[src/rtl/pixel_filter_pkg.sv]
// Shared types and default sizes for the VGA per-pixel point filter.
package pixel_filter_pkg;

  localparam int unsigned DEF_PIX_W    = 8;
  localparam int unsigned DEF_CHANNELS = 3;
  localparam int unsigned MODE_W       = 3;

  typedef enum logic [MODE_W-1:0] {
    PASS     = 3'd0,
    BRIGHTEN = 3'd1,
    DARKEN   = 3'd2,
    INVERT   = 3'd3,
    THRESH   = 3'd4
  } filt_mode_t;

endpackage

[src/rtl/pixel_filter_chan.sv]
// Combinational point operation on one colour channel.
module pixel_filter_chan
  import pixel_filter_pkg::*;
#(
  parameter int unsigned PIX_W = DEF_PIX_W
) (
  input  logic [MODE_W-1:0] mode,
  input  logic [PIX_W-1:0]  amount,
  input  logic [PIX_W-1:0]  pix,
  output logic [PIX_W-1:0]  result_c
);

  logic [PIX_W:0] sum;
  logic [PIX_W:0] diff;

  // Extra MSB of sum/diff flags overflow/underflow for clamping.
  always_comb begin
    sum      = {1'b0, pix} + {1'b0, amount};
    diff     = {1'b0, pix} - {1'b0, amount};
    result_c = pix;
    case (mode)
      BRIGHTEN: result_c = sum[PIX_W]  ? '1 : sum[PIX_W-1:0];
      DARKEN:   result_c = diff[PIX_W] ? '0 : diff[PIX_W-1:0];
      INVERT:   result_c = ~pix;
      THRESH:   result_c = (pix >= amount) ? '1 : '0;
      default:  result_c = pix;
    endcase
  end

endmodule

[src/rtl/pixel_filter_pipe.sv]
// Two-stage valid/ready point filter; config is latched at SOP and travels with each beat.
module pixel_filter_pipe
  import pixel_filter_pkg::*;
#(
  parameter int unsigned PIX_W      = DEF_PIX_W,
  parameter int unsigned CHANNELS   = DEF_CHANNELS,
  parameter int unsigned DEF_AMOUNT = 50
) (
  input  logic                      clk,
  input  logic                      reset,
  input  logic [MODE_W-1:0]         cfg_mode,
  input  logic [PIX_W-1:0]          cfg_amount,
  input  logic                      in_valid,
  output logic                      in_ready,
  input  logic [CHANNELS*PIX_W-1:0] in_data,
  input  logic                      in_sop,
  input  logic                      in_eop,
  output logic                      out_valid,
  input  logic                      out_ready,
  output logic [CHANNELS*PIX_W-1:0] out_data,
  output logic                      out_sop,
  output logic                      out_eop,
  output logic                      frame_active
);

  localparam int unsigned DATA_W = CHANNELS * PIX_W;

  logic [MODE_W-1:0] cur_mode;
  logic [PIX_W-1:0]  cur_amount;
  logic [MODE_W-1:0] eff_mode;
  logic [PIX_W-1:0]  eff_amount;

  logic              s1_valid;
  logic              s1_sop;
  logic              s1_eop;
  logic [DATA_W-1:0] s1_data;
  logic [MODE_W-1:0] s1_mode;
  logic [PIX_W-1:0]  s1_amount;
  logic [DATA_W-1:0] s2_next;

  logic s2_adv;
  logic in_fire;
  logic out_fire;

  // S2 moves when empty or drained; S1 moves whenever S2 does.
  assign s2_adv   = !out_valid || out_ready;
  assign in_ready = !s1_valid || s2_adv;
  assign in_fire  = in_valid && in_ready;
  assign out_fire = out_valid && out_ready;

  // An SOP beat uses its own cfg; everything else uses the latched copy.
  assign eff_mode   = in_sop ? cfg_mode   : cur_mode;
  assign eff_amount = in_sop ? cfg_amount : cur_amount;

  always_ff @(posedge clk) begin
    if (reset) begin
      cur_mode   <= MODE_W'(PASS);
      cur_amount <= PIX_W'(DEF_AMOUNT);
    end else if (in_fire && in_sop) begin
      cur_mode   <= cfg_mode;
      cur_amount <= cfg_amount;
    end
  end

  always_ff @(posedge clk) begin
    if (reset) begin
      s1_valid  <= 1'b0;
      s1_sop    <= 1'b0;
      s1_eop    <= 1'b0;
      s1_data   <= '0;
      s1_mode   <= MODE_W'(PASS);
      s1_amount <= '0;
    end else begin
      if (in_ready) begin
        s1_valid <= in_valid;
      end
      if (in_fire) begin
        s1_sop    <= in_sop;
        s1_eop    <= in_eop;
        s1_data   <= in_data;
        s1_mode   <= eff_mode;
        s1_amount <= eff_amount;
      end
    end
  end

  for (genvar c = 0; c < CHANNELS; c++) begin : g_chan
    pixel_filter_chan #(
      .PIX_W (PIX_W)
    ) u_chan (
      .mode     (s1_mode),
      .amount   (s1_amount),
      .pix      (s1_data[c*PIX_W +: PIX_W]),
      .result_c (s2_next[c*PIX_W +: PIX_W])
    );
  end

  always_ff @(posedge clk) begin
    if (reset) begin
      out_valid <= 1'b0;
      out_data  <= '0;
      out_sop   <= 1'b0;
      out_eop   <= 1'b0;
    end else if (s2_adv) begin
      out_valid <= s1_valid;
      if (s1_valid) begin
        out_data <= s2_next;
        out_sop  <= s1_sop;
        out_eop  <= s1_eop;
      end
    end
  end

  // A new SOP at the input wins over an EOP leaving in the same cycle.
  always_ff @(posedge clk) begin
    if (reset) begin
      frame_active <= 1'b0;
    end else if (in_fire && in_sop) begin
      frame_active <= 1'b1;
    end else if (out_fire && out_eop) begin
      frame_active <= 1'b0;
    end
  end

endmodule

[config.mk]
export PLATFORM = sky130hd
export DESIGN_NAME = pixel_filter_pipe
export DESIGN_NICKNAME = d
export VERILOG_FILES = /design/src/rtl/pixel_filter_pkg.sv /design/src/rtl/pixel_filter_chan.sv /design/src/rtl/pixel_filter_pipe.sv
export SDC_FILE = /design/constraint.sdc
export NUM_CORES = 1
export LEC_CHECK = 0
export ABC_AREA = 1
export BUFFER_PORTS_ARGS = -buffer_cell sky130_fd_sc_hd__buf_2
export CORE_AREA = 2 2 119 121
export CTS_BUF_LIST = sky130_fd_sc_hd__clkbuf_16
export CTS_CLUSTER_DIAMETER = 80
export CTS_CLUSTER_SIZE = 12
export DETAILED_ROUTE_END_ITERATION = 7
export DIE_AREA = 0 0 121 123
export GPL_TIMING_DRIVEN = 0
export HOLD_SLACK_MARGIN = 0.05
export MAX_ROUTING_LAYER = met4
export PLACE_DENSITY = 0.69
export SLEW_MARGIN = 10
export SYNTH_ARGS = -nofsm -noshare
export SYNTH_HDL_FRONTEND = slang
export SYNTH_HIERARCHICAL = 1
export SYNTH_SLANG_ARGS = --single-unit
export TNS_END_PERCENT = 50
[constraint.sdc]
create_clock -name clk -period 2.5 [get_ports clk]
set_input_delay 0.625 -clock clk [delete_from_list [all_inputs] [get_ports clk]]
set_output_delay 0.625 -clock clk [all_outputs]
set_load 0.05 [all_outputs]
# Yosys cells after proc, flatten, opt, wreduce, memory -nomap -nowiden
# Cells that the tools add are included.
[word_totals]
register_bits = 77
input_bits = 41
output_inout_bits = 29
[op_classes]
add_sub_neg = 6
order_cmp = 3
eq_ne = 4
mux = 16
bitwise = 3
reduce_logical = 10
[op_table]
columns = ["op", "count"]
rows = [
  ["$pmux 8 s4", 3],
  ["$mux 8", 10],
  ["$add 8x8->9", 3],
  ["$sub 8x8->9", 3],
  ["$ge 8x8->1", 3],
  ["$not 8->8", 3],
  ["$eq 3x2->1 const B", 2],
  ["$logic_and 1x1->1", 4],
  ["$eq 3x1->1 const B", 1],
  ["$eq 3x3->1 const B", 1],
  ["$mux 3", 1],
  ["$logic_not 1->1", 2],
  ["$logic_or 1x1->1", 2],
  ["$mux 1", 2],
  ["$reduce_and 2->1", 1],
  ["$reduce_bool 2->1", 1],
]

# Logic depth before layout (Yosys ltp)
[depth]
word_depth = 6
depth_mapped = 16

# Modules after synthesis
# The synthesis kept the hierarchy.
[by_module_without_submodules]
columns = ["module", "n_inst", "cells_each", "area_per_inst_um2"]
rows = [
  ["pixel_filter_pipe", 1, 371, 2850.2],
  ["pixel_filter_chan at g_chan[1].u_chan", 1, 240, 1307.5],
  ["pixel_filter_chan at g_chan[2].u_chan", 1, 237, 1262.5],
  ["pixel_filter_chan at g_chan[0].u_chan", 1, 236, 1251.2],
]

# Worst setup path after synthesis
# OpenSTA, ideal clock, no wires.
[synth_path]
kind = "flip-flop to flip-flop"
startpoint = "register s1_amount[1]"
endpoint = "register out_data[12]"
setup_time_ns = 0.116
t_arrival_ns = 1.922
required_time_ns = 2.384
setup_slack_ns = 0.462
path_stages_with_launch = 13
path_buffers = 0
synth_period_minus_slack_ns = 2.038
cell_sequence = "dfxtp_1 -> inv_1 -> fa_1 -> nand2_1 -> nand3_1 -> nand2_1 -> nand2_2 -> nand2_2 -> nor2_1 -> nor2_1 -> nand3_1 -> o21ai_0 -> nor2_1"
[synth_between]
elab_chain_len = 3
elab_cells_between_ends = 7
classes_between = "add/sub: 2; order compare: 1; mux: 4"
[synth_lines]
columns = ["item", "line_no", "source"]
rows = [
  ["from (decl)", "pixel_filter_pipe.sv:38", "logic [PIX_W-1:0] s1_amount;"],
  ["from (signal assigned)", "pixel_filter_pipe.sv:82", "s1_amount <= eff_amount;"],
  ["$sub 8x8->9, or another cell as far along", "pixel_filter_chan.sv:19", "diff = {1'b0, pix} - {1'b0, amount};"],
  ["$mux 8, on equally long branches", "pixel_filter_chan.sv:23, pixel_filter_chan.sv:22, pixel_filter_chan.sv:25", ""],
  ["$pmux 8 s4 (*)", "pixel_filter_chan.sv:21", "case (mode)"],
  ["named net s2_next[12]", "pixel_filter_pipe.sv:39", "logic [DATA_W-1:0] s2_next;"],
  ["to (signal assigned)", "pixel_filter_pipe.sv:107", "out_data <= s2_next;"],
  ["to (decl)", "pixel_filter_pipe.sv:20", "output logic [CHANNELS*PIX_W-1:0] out_data,"],
]
# Mark *: on every way through the listed nets, which the timed path passes. The rest lies on a longest branch.
# A chain may end at the register's enable or synchronous reset.

# Final worst setup path
[layout_path]
startpoint = "register s1_amount[0]"
endpoint = "register out_data[12]"
# Same word-level chain as after synthesis.

==> impl_summary.log <==
[metrics] result of the run: complete, no violations
[metrics] area growth from synthesis to layout: 13.9%
[metrics] post-synthesis xor/xnor area fraction: 1.58%
[metrics] nets: 1259
[metrics] final HPWL from detailed placement: 14600 um
[metrics] average instance area after synthesis: 6.15 um2
[metrics] capture point of the worst reg-to-reg path: out_data[12]
[metrics] count of port buffers added during placement: 69
[metrics] period utilization: 95.0%
[metrics] logic depth of the worst setup path including buffers: 13
[metrics] CP max stage cell: dfxtp_2
[metrics] endpoint class of the critical path: flop
[metrics] global placer's final weighted congestion: 0.947
[metrics] routed wirelength normalized by instance count: 14.0 um
[metrics] clk sink count: 77
[metrics] Die Footprint: 14900 um2
[metrics] first drt pass iteration count: 5
[metrics] cell area after layout: 7600 um2
[metrics] crit path from: s1_amount[0]
[metrics] leakage dissipation: 0.00405 uW
[metrics] DRC violation count after routing: 0
[metrics] first-pass GRT wire length: 30500 um
[metrics] Setup crit end: out_data[12]
[metrics] required time of the critical path: 2.74 ns
[metrics] highest layer used for signal routing: met4
[metrics] fillcell total: 1362
[metrics] number of placed I/O pins: 70
[metrics] Max-slew headroom: 60.1%
[metrics] row count: 43
[metrics] post-CTS clock slew at the launch and capture registers of the worst setup and hold paths: around 0.070 ns
[metrics] cell area after synthesis: 6670 um2
[metrics] Period minus WS final: 2.37 ns
[metrics] Placeable Area: 13600 um2
[metrics] count of synthesis-stage warnings from yosys: 6
[metrics] Worst Max-Slew Pin Slew: 0.595 ns
[metrics] cell type contributing the most total cell area after synthesis: dfxtp_1
[metrics] compound-cell area share of the yosys netlist: 9.13%
[metrics] Setup violations, final: 0
[metrics] sum of negative setup slack: 0 ns
[metrics] Pins Over Slew Limit: 0
[metrics] overall power after layout: around 4300 uW
[metrics] leading post-synthesis cells by cell area: dfxtp_1 23%, nand2_1 16%, nor2_1 12%, ha_1 9.0%, nand3_1 6.5%
[metrics] Hold Path Class: flop to flop
[metrics] number of max-capacitance violations reported: 0
[metrics] total length of routed met3 wires: about 1200 um
[metrics] initial antenna violation count: 0
[metrics] pin count of the biggest net entering global routing: 17
[metrics] Adder-Cell Fraction of Synth Area: 10.8%
[metrics] # H-tree levels: 3
[metrics] Register-to-Register Path Depth: 13
[metrics] Synth Instances: 1084
[metrics] overall overflow remaining after global route: 0
[metrics] First DRT Iteration DRCs: 506
[metrics] Detail Route Antenna Nets: 0
[metrics] buffer cell driving the clock tree root: clkbuf_16
[metrics] CTS tree: yes
[metrics] net count of the mapped netlist: around 1200
[metrics] buffers from clock root to sink, at most: 2
[metrics] Distinct cells, synth: 38
[metrics] simple-gate share of the synthesized area: 44.3%
[metrics] total placed instance area: 7240 um2
[metrics] worst ir drop on vdd: between 0.3 and 0.4 mV
[metrics] maximum fanout encountered on the critical timing path: 7
[metrics] family with the most delay on the worst path: simple AND/OR/NAND/NOR gates
[metrics] DR vias: 6887
[metrics] overall fraction of global-route tracks in use: 26.9%
[metrics] multiplexer area fraction after synthesis: 0%
[metrics] series of cell instances along the critical path: ha_1 > inv_1 > fa_1 > nand2_1 > nand3_1 > nand2_1 > nand2_2 > nand2_2 > nor2_1 > nor2_1 > nand3_1 > o21ai_0 > nor2_1
[metrics] via count of the first global-routing pass: 6044
[metrics] share of post-route cells with drive strength above 1: between 10% and 20%
[metrics] Crit Path Class: flop to flop
[metrics] met2 WL post-DR: 8520 um
[metrics] starting utilization of the core area: 49.0%
[metrics] CTS Hold Buffers Added: 0
[metrics] Die X-Extent: 121 um
[metrics] proportion of netlist area held by the largest area contributor: 23.1%
[metrics] number of vias per cell: roughly 5
[metrics] max frequency: 0.421 GHz
[metrics] post-synthesis sequential element count: 77
[metrics] met1 routed wirelength after detailed routing: 8980 um
[metrics] Final Routed Wirelength: between 15000 and 20000 um
[metrics] register-to-register setup slack: roughly 0.13 ns
[metrics] peak per-stage delay on the critical path: 0.46 ns
[metrics] insertion delay to the later sink of the worst-skew pair: approximately 0.35 ns
[metrics] final hold violations: 0
[metrics] RSZ-0062 raised after global routing: false
[metrics] critical path startpoint category: flop
[metrics] source of the worst register-to-register timing path: s1_amount[0]
[metrics] total inserted antenna cells: 0
[metrics] number of clock buffers inserted by TritonCTS: 9
[metrics] height of the die: about 120 um
[metrics] arrival time worst endpoint: 2.62 ns
[metrics] clock skew: 0.00969 ns
[metrics] main combinational cell family by area after synthesis: simple AND/OR/NAND/NOR gates
[metrics] CP most frequent cell: nor2_1
[metrics] Buf+Inv Stages, Crit Path: 1
[metrics] sequential area share after synthesis: 23.1%
[metrics] PwrDens: 560 nW/um2
-- Yosys cell counts (all sizes together) --
master,instances
nand2,308
nor2,217
inv,122
nand3,101
dfxtp,77
o21ai,54
ha,48
a21oi,46
nand4,24
buf,22
clkbuf,12
clkinv,12
xor2,12
and2,6
fa,6
nor3,6
or2,6
o21bai,3
nand3b,2
-- placed cells by master, fill, tap and decap left out, drive strengths merged --
| master | count |
|---|---|
| a21oi | 46 |
| and2 | 6 |
| buf | 91 |
| bufinv | 2 |
| clkbuf | 21 |
| clkinv | 14 |
| dfxtp | 77 |
| fa | 6 |
| ha | 48 |
| inv | 125 |
| nand2 | 308 |
| nand3 | 101 |
| nand3b | 2 |
| nand4 | 24 |
| nor2 | 217 |
| nor3 | 6 |
| o21ai | 54 |
| o21bai | 3 |
| or2 | 6 |
| xor2 | 12 |
-- metrics by stage --
step	worst slack [ns]	cells	utilization (%)	hold WS, ns
6_report	0.126	1349	55.8	0.462
3_5_place_dp	-0.143	1333	53.2	0.445
5_1_grt	0.00469	1349	55.8	0.473
3_3_place_gp	-0.109	1333	53.2	0.439
4_1_cts	0.0117	1349	55.7	0.463
2_1_floorplan	0.462	1084	-	0.429
-- final cells by class --
cell class,count,area [um2],area share (%)
clock inverter,7,116,1.53
multi-input combinational,839,4390,57.7
buffer,34,235,3.09
sequential,77,1560,20.5
timing repair buffer,69,345,4.54
tap,180,225,2.96
clock buffer,9,225,2.96
inverter,134,507,6.67
-- registers in the layout, indices dropped and copies added, names as in the netlist --
name	count
cur_amount	8
out_data	24
s1_data	24
s1_valid	1
s1_eop	1
out_eop	1
s1_sop	1
frame_active	1
out_sop	1
s1_mode	3
out_valid	1
s1_amount	8
cur_mode	3
-- layer usage --
layer,vias up,track usage [%]
li1,3574,-
met1,3094,36.4
met2,204,43.2
met3,15,3.27
met4,0,6.18
met5,-,-
-- tightest hold or removal path, stage by stage, from the launching register on --
cell and delay, ns:
dfxtp_1 0.33, nand2_1 0.05, nand3_1 0.05
-- repair_timing --
item,in CTS,in global routing
setup endpoints to repair,16,24
buffers inserted,0,0
resized for setup,2,10
-- cell families (layout without fill, tap and decap cells) --
family,count (synthesis),after routing
adders and majority gates,54,54
and+or+nand+nor,670,670
DFF,77,77
AOI/OAI and AO/OA,103,103
xor gates and xnor gates,12,12
buffers and inverters,168,253
-- worst min path at each step --
stage                  startpoint             to  slack (ns)  cells after the start
CTS                 cur_amount[1]  cur_amount[1]        0.46                      2
global route               s1_sop         s1_sop        0.47                      2
detailed placement  cur_amount[1]  cur_amount[1]        0.44                      2
finish              cur_amount[1]  cur_amount[1]        0.46                      2
global placement    cur_amount[5]  cur_amount[5]        0.44                      2
floorplan           cur_amount[1]  cur_amount[1]        0.43                      2
-- report_power, final --
group	leakage (uW)	total, uW	switching [uW]	internal [uW]
clock	0.000167	1510	608	903
sequential	0.000640	1420	110	1310
combinational	0.00325	1320	869	455
(Power assumes the default switching activity.)
